File: config.mk
export PLATFORM = sky130hd
export DESIGN_NAME = seq_det_event_monitor
export DESIGN_NICKNAME = d
export VERILOG_FILES = /design/src/rtl/seq_det_pkg.sv /design/src/rtl/seq_det_event_monitor_sat_counter.sv /design/src/rtl/seq_det_event_monitor.sv
export SDC_FILE = /design/constraint.sdc
export NUM_CORES = 1
export LEC_CHECK = 0
export ABC_AREA = 0
export BUFFER_PORTS_ARGS = -buffer_cell sky130_fd_sc_hd__buf_2
export CAP_MARGIN = 20
export CORE_UTILIZATION = 40
export CTS_CLUSTER_DIAMETER = 50
export DETAILED_ROUTE_END_ITERATION = 16
export PLACE_DENSITY = 0.66
export SYNTH_ARGS = -nofsm -noshare
export SYNTH_HDL_FRONTEND = slang
export SYNTH_SLANG_ARGS = --single-unit
export TNS_END_PERCENT = 100
File: constraint.sdc
create_clock -name clk -period 2.4 [get_ports clk]
set_input_delay 0.12 -clock clk [delete_from_list [all_inputs] [get_ports clk]]
set_output_delay 0.12 -clock clk [all_outputs]
set_load 0.01 [all_outputs]
File: src/rtl/seq_det_pkg.sv
// rtl/seq_det_pkg.sv - shared types, defaults and saturating increment for the event monitor
package seq_det_pkg;

  typedef enum logic {
    IDLE = 1'b0,
    RUN  = 1'b1
  } state_t;

  localparam int DEF_WIN_W = 8;
  localparam int DEF_CNT_W = 4;

  // Adds inc to value but holds at the all-ones value of the given width.
  function automatic logic [31:0] sat_inc(input logic [31:0] value, input logic inc,
                                          input int width);
    logic [31:0] max_val;
    max_val = (width >= 32) ? 32'hFFFF_FFFF : ((32'd1 << width) - 32'd1);
    if (inc && (value != max_val)) begin
      return value + 32'd1;
    end
    return value;
  endfunction

endpackage

File: src/rtl/seq_det_event_monitor_sat_counter.sv
// rtl/seq_det_event_monitor_sat_counter.sv - saturating event counter with synchronous clear
module sat_counter
  import seq_det_pkg::*;
#(
  parameter int W = DEF_CNT_W
) (
  input  logic         clk,
  input  logic         rst,
  input  logic         i_clr,
  input  logic         i_inc,
  output logic [W-1:0] o_value
);

  logic [W-1:0] r_value;

  // Clear has priority over increment; increment never wraps past all-ones.
  always_ff @(posedge clk) begin
    if (rst || i_clr) begin
      r_value <= '0;
    end else begin
      r_value <= W'(sat_inc(32'(r_value), i_inc, W));
    end
  end

  assign o_value = r_value;

endmodule

File: src/rtl/seq_det_event_monitor.sv
// rtl/seq_det_event_monitor.sv - windowed match-pulse counter with held result and overrun flag
module seq_det_event_monitor
  import seq_det_pkg::*;
#(
  parameter int WIN_W = DEF_WIN_W,
  parameter int CNT_W = DEF_CNT_W
) (
  input  logic             clk,
  input  logic             rst,
  input  logic             i_det_pulse,
  input  logic             i_start,
  input  logic             i_stop,
  input  logic             i_cont,
  input  logic [WIN_W-1:0] i_win_len,
  input  logic [CNT_W-1:0] i_thresh,
  input  logic             i_rd_ack,
  output logic             o_busy,
  output logic             o_res_valid,
  output logic [CNT_W-1:0] o_res_count,
  output logic             o_alarm,
  output logic             o_overrun
);

  state_t             r_state;
  state_t             w_state_next;
  logic [WIN_W-1:0]   r_remaining;
  logic [WIN_W-1:0]   r_win_len_l;
  logic [CNT_W-1:0]   r_thresh_l;
  logic               r_cont_l;
  logic               r_res_valid;
  logic [CNT_W-1:0]   r_res_count;
  logic               r_alarm;
  logic               r_overrun;

  logic [CNT_W-1:0]   w_acc;
  logic [CNT_W-1:0]   w_acc_next;
  logic               w_accept;
  logic               w_run;
  logic               w_win_end;
  logic               w_ovr_evt;
  logic               w_acc_clr;

  assign w_run      = (r_state == RUN);
  assign w_accept   = (r_state == IDLE) && i_start && (i_win_len != '0);
  // A stop on the final window edge aborts the window instead of ending it.
  assign w_win_end  = w_run && !i_stop && (r_remaining == WIN_W'(1));
  assign w_ovr_evt  = w_win_end && r_res_valid && !i_rd_ack;
  assign w_acc_next = CNT_W'(sat_inc(32'(w_acc), i_det_pulse, CNT_W));
  // Accumulator sits at zero while idle, so an accepted start begins from zero.
  assign w_acc_clr  = !w_run || i_stop || w_win_end;

  sat_counter #(.W(CNT_W)) u_acc (
    .clk     (clk),
    .rst     (rst),
    .i_clr   (w_acc_clr),
    .i_inc   (i_det_pulse),
    .o_value (w_acc)
  );

  // State register.
  always_ff @(posedge clk) begin
    if (rst) begin
      r_state <= IDLE;
    end else begin
      r_state <= w_state_next;
    end
  end

  // Next-state: enter RUN on an accepted start, leave on stop or a one-shot window end.
  always_comb begin
    w_state_next = r_state;
    case (r_state)
      IDLE: if (w_accept) w_state_next = RUN;
      RUN: begin
        if (i_stop) begin
          w_state_next = IDLE;
        end else if (w_win_end && !r_cont_l) begin
          w_state_next = IDLE;
        end
      end
      default: w_state_next = IDLE;
    endcase
  end

  // Window configuration latch and down-counter; continuous mode reloads with no gap.
  always_ff @(posedge clk) begin
    if (rst) begin
      r_remaining <= '0;
      r_win_len_l <= '0;
      r_thresh_l  <= '0;
      r_cont_l    <= 1'b0;
    end else if (w_accept) begin
      r_remaining <= i_win_len;
      r_win_len_l <= i_win_len;
      r_thresh_l  <= i_thresh;
      r_cont_l    <= i_cont;
    end else if (w_run && !i_stop) begin
      r_remaining <= w_win_end ? r_win_len_l : r_remaining - WIN_W'(1);
    end
  end

  // Held result, read handshake and sticky overrun.
  always_ff @(posedge clk) begin
    if (rst) begin
      r_res_valid <= 1'b0;
      r_res_count <= '0;
      r_alarm     <= 1'b0;
      r_overrun   <= 1'b0;
    end else begin
      if (w_win_end) begin
        r_res_count <= w_acc_next;
        r_alarm     <= (w_acc_next >= r_thresh_l);
        r_res_valid <= 1'b1;
      end else if (i_rd_ack && r_res_valid) begin
        r_res_valid <= 1'b0;
      end
      if (w_ovr_evt) begin
        r_overrun <= 1'b1;
      end else if (i_rd_ack) begin
        r_overrun <= 1'b0;
      end
    end
  end

  assign o_busy      = w_run;
  assign o_res_valid = r_res_valid;
  assign o_res_count = r_res_count;
  assign o_alarm     = r_alarm;
  assign o_overrun   = r_overrun;

endmodule
# == Word-level counts from Yosys, hierarchy flattened ==
# Index checks and enable logic that the tools add are counted.
# totals
register_bits,33
out_inout_bits,8
# op_classes
n_addsub,2
magnitude_cmp,1
n_eq_ne,2
n_mux,15
n_bitwise,1
reduce_logical,20
# op_table
operator,n
8-bit 2-to-1 mux,3
1-bit logical AND,9
1-bit 2-to-1 mux,9
"8-bit by 1-bit equality test with 1-bit output, second input constant",1
4-bit 2-to-1 mux,2
8-bit nonzero test,1
"8-bit by 1-bit subtractor with 8-bit output, second input constant",1
2-bit nonzero test,3
"4-bit by 1-bit adder with 4-bit output, second input constant",1
4-bit greater-or-equal comparator,1
1-bit zero test,4
"4-bit inequality test, second input constant",1
1-bit logical OR,3
1-bit case mux with 2 select lines,1
1-bit inverter,1

# == Longest topological paths before layout ==
# Gate-level depths: netlist of run 1.
# logic_depth
word_depth,7
mapped_depth,9
ltp_nobuf,9

# == Cells and area by module ==
# From an unflattened synthesis of run 1, not the netlist that was laid out.
# hier_totals
hier_cells,205
hier_area_um2,1694.1
# modules_own_cells
module,n_inst,cells_per_inst,area_each_um2,seq_area_each_um2
seq_det_event_monitor,1,183,1505.2,580.6
sat_counter,1,22,188.9,80.1

# == Worst setup path before layout of run 1 ==
# No wires, ideal clock.
# synth_timing
path_type,flip-flop to flip-flop
startpoint,reg u_acc.r_value[0] (netlist: u_acc.o_value[0])
endpoint,reg r_alarm (netlist: o_alarm)
setup_time_ns,0.125
t_arrival_ns,1.965
t_required_ns,2.275
setup_slack_ns,0.310
stages_incl_launch_ff,10
path_buffers,0
path_cell_list,dfxtp_1 > ha_1 > nand3_1 > nand2_1 > xor2_1 > ha_1 > nand2b_1 > a211o_1 > a2111oi_4 > nor3_1
# synth_between
elab_chain_len,5
# synth_lines
element,line_no,source
"start, declared",seq_det_event_monitor_sat_counter.sv:14,logic [W-1:0] r_value;
"start signal, assigned",seq_det_event_monitor_sat_counter.sv:21,"r_value <= W'(sat_inc(32'(r_value), i_inc, W));"
branches (longest 3 deep; another with 4-bit by 1-bit adder with 4-bit output),--,
4-bit 2-to-1 mux *,seq_det_pkg.sv:20,return value;
4-bit greater-or-equal comparator *,seq_det_event_monitor.sv:112,r_alarm <= (w_acc_next >= r_thresh_l);
"end signal, assigned",seq_det_event_monitor.sv:112,
"end, declared",seq_det_event_monitor.sv:32,logic r_alarm;
# Every way passes the cells marked *. The select of a mux whose other input is x is not followed.
# A chain may end at the register's enable or synchronous reset.

# == Worst setup path in the final report of run 1 ==
# Ends and elaborated chain as after synthesis.

==> results.toml, run 1 <==
[finish]
final_cell_mix = "dfxtp_1 (33), buf_2 (26), nor2_1 (24), mux2i_1 (10), a22oi_1 (8)"
syn_to_final_growth_pct = 19.5
design_area_mm2 = 0.00193
final_common_cell = "dfxtp_1"
drive_above_1_share = 0.228
nets = 231
antenna_cells = 0

[power]
powerDensity_mw_per_mm2 = 704
p_leak_nw = 0.841
ir_drop_mv = 0.479

[placed_design]
placed_area_mm2 = 0.00180
io_buffers = 26
place_hpwl_um = 2450
gp_congestion = 0.795
place_ws_ns = 0.170

[sta]
setup_slack_ns = 0.147
hold_viol_final = 0
period_needed_ns = 2.25
tightest_slew_ns = 0.594
period_share = 0.939
fmax_mhz = 444
max_slew_margin = 0.603
clock_skew_ns = 0.00475
setup_viol = 0
finalSetupTns_ns = 0
drv_slew = 0
rsz0062_at_grt = "no"

[synth]
ys_warn_count = 0
synth_area_per_cell_um2 = 9.18
ys_ff_latch = 33
synthDistinctLibCells = 41
synth_fp_nets = 202
syn_area_mm2 = 0.00162
yosys.area.top_type = "dfxtp_1"
synthTopCellsByArea = "dfxtp_1 (41%), mux2i_1 (6.8%), nor2_1 (5.6%)"
synth_seq_area_share = 0.409
synth_flop_cell = "dfxtp_1"
synthCells = 176
synth_edf_count = 0
async_flop_share = 0
synth_top_cell_area_share = 0.409

[setup_path]
cp_data_required_time_ns = 2.58
crit_slowest_cell = "dfxtp_1"
critical_path.startpoint_type = "flip-flop"
arrival_ns = 2.43
crit_chain = "ha_1 -> nand3_1 -> nand2_1 -> xor2_2 -> ha_1 -> nand2b_1 -> a211o_1 -> a2111oi_4 -> nor3_1"
worstSetupPathType = "reg -> reg"
critPathBufInv = 0
crit_top_cell = "ha_1"
crit_family = "compound AO/OA/AOI/OAI gates"
cp-end-kind = "flip-flop"
slowest_delay_ns = 0.40
cp_max_fo = 4

[grt]
grt_first_pass_wirelength_um = 5890
grt_pass1_vias = 1284
track_usage = 0.183
grt.overflow.total = 0
antenna_found_initial = 0
grt_max_degree = 17

[floorplan]
fp.dieW_um = 65.6
initial_core_util = 0.429
fp.dieArea_mm2 = 0.00430
core_area_mm2 = 0.00377
die_y_um = 65.6
pin_count = 27
fp-row-count = 22

[route]
drt-initial-drc-count = 60
firstDrtPassIters = 4
viasPerCell = 5.41
wl_um = 3490
num_vias = 1375
ant_nets = 0
drc_errors = 0
wl_per_cell_um = 13.7

[clock_network]
path_clk_slew_ns = 0.07
cts_tree = "done"
hold_buffers = 0
cts_made_buffers = 5
clk_latency_ns = 0.28
cts.sink_count = 33
cts_root_buffer = "clkbuf_8"
cts_buffer_depth = 2
htreeDepth = 2

[status]
outcome = "complete, no violations"

[job]
drv_cap = 0

[min_path]
min_path_type = "in -> reg"
-- path summary, 6_finish.rpt --
path,start,cells past startpoint,slack (ns),endpoint
worst max-delay path,u_acc.o_value[0],9,0.15,o_alarm
worst min-delay path,i_rd_ack,2,0.02,o_overrun
worst max register to register,u_acc.o_value[0],9,0.15,o_alarm
worst min register to register,o_res_count[3],2,0.49,o_res_count[3]
-- registers in the layout, indices dropped and copies added, names as in the netlist --
register / flops
o_alarm: 1
o_busy: 1
o_overrun: 1
o_res_count: 4
o_res_valid: 1
r_cont_l: 1
r_remaining: 8
r_thresh_l: 4
r_win_len_l: 8
u_acc.o_value: 4
-- routing by layer --
layer | wire length [um] | part of all wire | vias to the layer above | track usage
met5 | 0 | 0 | - | 0
met2 | 1530 | 0.44 | 36 | 0.274
met4 | 76 | 0.022 | 0 | 0.106
met3 | 166 | 0.048 | 8 | 0.0417
met1 | 1710 | 0.49 | 635 | 0.239
li1 | - | - | 696 | -
-- logic make-up (layout without fill, tap and decap cells) --
family,Yosys count,after routing,share of synthesized area
AND/OR/NAND/NOR,60,60,0.196
AO/OA/AOI/OAI,42,42,0.192
flip-flops,33,33,0.409
buffers and inverters,17,47,0.0457
multiplexers,13,13,0.0820
adder cells (fa/ha/maj),7,7,0.0542
XOR/XNOR,4,4,0.0217
-- through the flow --
stage | hold WS [ns] | power [mW] | std cells | util
floorplan | 0.199 | 0.774 | 176 | -
global placement | 0.307 | 0.827 | 245 | 0.476
detailed placement | 0.318 | 0.829 | 245 | 0.476
CTS | 0.0111 | 1.37 | 253 | 0.507
global route | 0.00821 | 1.43 | 254 | 0.512
finish | 0.0171 | 1.36 | 254 | 0.512
-- area by class of cell --
class	count	area (um^2)
Timing Repair Buffer	32	175
Inverter	7	26.3
Clock buffer	7	86.3
Multi-Input combinational cell	126	893
Clock inverter	1	30.0
Fill cell	356	1840
Sequential cell	33	661
Tap cell	48	60.1
-- timing repair --
| item | in CTS | in global routing |
|---|---|---|
| hold endpoints to repair | 0 | 0 |
| setup endpoints to repair | 0 | 1 |
| buffers inserted | 0 | 1 |
| resized for setup | 0 | 2 |
-- synthesized netlist by cell type, types with 2 or more instances --
master	count
xor2_1	4
a211oi_1	3
inv_1	7
clkbuf_1	6
and3_1	4
o21ai_1	4
dfxtp_1	33
nor2_1	24
o21a_1	2
nand2b_1	5
a22oi_1	8
a221o_1	2
ha_1	7
a21oi_1	7
buf_2	2
nor2b_1	4
nand3_1	2
mux2i_1	11
mux2_2	2
a32oi_1	6
o21ai_0	4
nor3_1	5
nand2_1	4
or4_1	3
-- power breakdown --
part	internal, mW	leakage [nW]	switching [mW]
clock network	0.338	0.0585	0.201
logic	0.0976	0.513	0.118
registers	0.578	0.270	0.0281
total	1.01	0.841	0.347
(Power assumes the default switching activity.)
==> inputs of run 2 (changes only) <==
--- a/config.mk
+++ b/config.mk
@@ -6,13 +6,14 @@
 export NUM_CORES = 1
 export LEC_CHECK = 0
 export ABC_AREA = 0
-export BUFFER_PORTS_ARGS = -buffer_cell sky130_fd_sc_hd__buf_2
 export CAP_MARGIN = 20
 export CORE_UTILIZATION = 40
 export CTS_CLUSTER_DIAMETER = 50
 export DETAILED_ROUTE_END_ITERATION = 16
-export PLACE_DENSITY = 0.66
+export DONT_BUFFER_PORTS = 1
+export PLACE_DENSITY = 0.6
 export SYNTH_ARGS = -nofsm -noshare
 export SYNTH_HDL_FRONTEND = slang
+export SYNTH_HIERARCHICAL = 1
 export SYNTH_SLANG_ARGS = --single-unit
 export TNS_END_PERCENT = 100
==> run 2 against run 1 <==
  * Sequential share of layout area fell by 1.7 points
  * First-iteration DRC count grew 17%
  * Clock-buffer cell count unchanged
  * Clock skew grew 0.0015 ns
  * Sequential power hardly changed
  * Power down 0.75%
  * Hold slack got worse by 0.0061 ns
==> results.toml, run 2 <==
[job]
drv_cap = 0

[sta]
setup_viol = 0
hold_ws_ns = 0.0110
hold_viol_final = 0
max_slew_margin = 0.623
finalSetupTns_ns = 0
setup_slack_ns = 0.201
fmax_mhz = 455
tightest_slew_ns = 0.561
clock_skew_ns = 0.00626
period_needed_ns = 2.20
drv_slew = 0
period_share = 0.916
rsz0062_at_grt = "no"

[clock_network]
htreeDepth = 2
cts_buffer_depth = 2
cts_setup_buffers = 0
cts.sink_count = 33
cts_tree = "done"
cts_made_buffers = 5
clk_latency_ns = 0.29
path_clk_slew_ns = 0.07
cts_root_buffer = "clkbuf_8"

[finish]
multi_input_area_um2 = 978
drive_above_1_share = 0.0889
top_regs = "r_remaining (8), r_win_len_l (8)"
stdcell_count = 275
utilization = 0.505
final_cell_mix = "dfxtp_1 (32), nand2_1 (29), nor2_1 (22), a21oi_1 (16), dlygate4sd3_1 (14)"
antenna_cells = 0
nFillCells = 393
final_common_cell = "dfxtp_1"
syn_to_final_growth_pct = 20.1
design_area_mm2 = 0.00203
nets = 251
seqCellArea_um2 = 662

[grt]
grt_first_pass_wirelength_um = 6800
track_usage = 0.208
grt_max_degree = 28
grt.overflow.total = 0
antenna_found_initial = 0
grt_pass1_vias = 1400

[floorplan]
core_area_mm2 = 0.00403
pin_count = 27
fp.dieArea_mm2 = 0.00450
die_y_um = 67.1
fp-row-count = 23
initial_core_util = 0.420
fp.dieW_um = 67.1

[route]
drc_errors = 0
num_vias = 1501
drt-initial-drc-count = 70
wl_um = 4080
firstDrtPassIters = 4
ant_nets = 0
viasPerCell = 5.46
wl_per_cell_um = 14.8

[placed_design]
place_inst = 252
place_ws_ns = 0.168
place_hpwl_um = 2720
gp_congestion = 0.899
io_buffers = 0
placed_area_mm2 = 0.00176

[power]
pwr-share-comb = 0.147
powerDensity_mw_per_mm2 = 664
ir_drop_mv = 0.380
p_total_mw = 1.35
intPower_mw = 1.01
swShare = 0.253
p_seq_frac = 0.449
p_leak_nw = 0.787
net-switching-power_mw = 0.341
power_frac_clock = 0.404

[synth]
ys_warn_count = 6
yosys.area.top_type = "dfxtp_1"
synth_top_cell_area_share = 0.390
synth_area_per_cell_um2 = 8.26
synthDistinctLibCells = 36
synth_seq_area_share = 0.390
synthCells = 205
yosysMostFrequentCell = "dfxtp_1"
synthTopCellsByArea = "dfxtp_1 (39%), nand2_1 (6.4%), ha_1 (5.9%)"
synth_flop_cell = "dfxtp_1"
async_flop_share = 0
syn_area_mm2 = 0.00169
synth_edf_count = 0
synth_fp_nets = 232
synth_commonest_cells = "dfxtp_1 (33), nand2_1 (29), nor2_1 (22)"
ys_ff_latch = 33

[setup_path]
worstSetupPathType = "reg -> reg"
cp-end-kind = "flip-flop"
reg2reg_slack_ns = 0.20
cp_max_fo = 6
critical_path.startpoint_type = "flip-flop"
timing.rr.start = "u_acc/o_value[1]"
ff2ff_path_depth = 9
cp_data_required_time_ns = 2.57
r2r_end = "o_alarm"
arrival_ns = 2.36
cp-startpoint = "u_acc/o_value[1]"

[min_path]
hold_end = "r_win_len_l[7]"
hold_start = "i_win_len[7]"
holdPathStages = 2
min_path_type = "in -> reg"

[status]
outcome = "complete, no violations"
==> run 2: cell types whose count changed in the layout (fill, tap and decap cells not counted), moves of 3 or more <==
| cell | change |
|---|---|
| dlygate4sd3_1 | +14 |
| nand3_1 | +4 |
| o21ai_1 | -3 |
| a32oi_1 | -6 |
| buf_2 | -26 |
| a31oi_1 | +3 |
| nand2_1 | +25 |
| and3_1 | -4 |
| a21oi_1 | +9 |
| nor3_1 | +3 |
==> run 2: layout make-up <==
cell class | instances | share of cell area
inverters | 6 | 0.0111
clock buffers | 7 | 0.0424
repair buffers | 20 | 0.0947
flip-flops and latches | 33 | 0.325
multi-input cells | 158 | 0.481
clock inverters | 1 | 0.0148
well taps | 50 | 0.0308
==> run 2: worst max-delay path by stage <==
stage,cells past startpoint,to,slack (ns)
global route,9,o_alarm,0.01
detailed placement,9,o_alarm,0.17
global placement,9,o_alarm,0.23
CTS,9,o_alarm,0.11
finish,9,o_alarm,0.20
floorplan,9,o_alarm,0.29
==> run 2: logic make-up after synthesis <==
group / share of synthesized area
AND/OR/NAND/NOR: 0.240
multiplexers: 0.0606
flip-flops: 0.390
XOR/XNOR: 0.0155
adder cells (fa/ha/maj): 0.0591
buffers and inverters: 0.0325
AO/OA/AOI/OAI: 0.202
==> run 2: power by group through the flow <==
stage	clock network (mW)	registers, mW	logic (mW)
after floorplan	0	0.610	0.143
after global placement	0	0.617	0.166
after detailed placement	0	0.617	0.167
after CTS	0.558	0.605	0.195
after global routing	0.583	0.609	0.225
final	0.546	0.606	0.199
==> run 2: critical path, cell delays in order, from the launching register on <==
cell      delay [ns]
dfxtp_1         0.41
ha_1            0.22
nand3_1         0.08
nand2_1         0.13
mux2_2          0.36
ha_1            0.27
a21o_1          0.15
a21o_1          0.17
a211oi_1        0.21
nor3_1          0.06
==> run 2: routing by layer <==
layer | share of wire | track usage | vias to the layer above
met5 | 0 | 0 | -
met4 | 0.014 | 0.0745 | 0
met3 | 0.047 | 0.0531 | 7
met2 | 0.43 | 0.306 | 35
met1 | 0.51 | 0.289 | 679
li1 | - | - | 780
==> run 2: what timing repair did <==
| action | 4_1_cts | 5_1_grt |
|---|---|---|
| resized for setup | 0 | 1 |
| hold buffers | 14 | 0 |
| endpoints found under the hold margin | 30 | 0 |
| setup endpoints to repair | 0 | 1 |
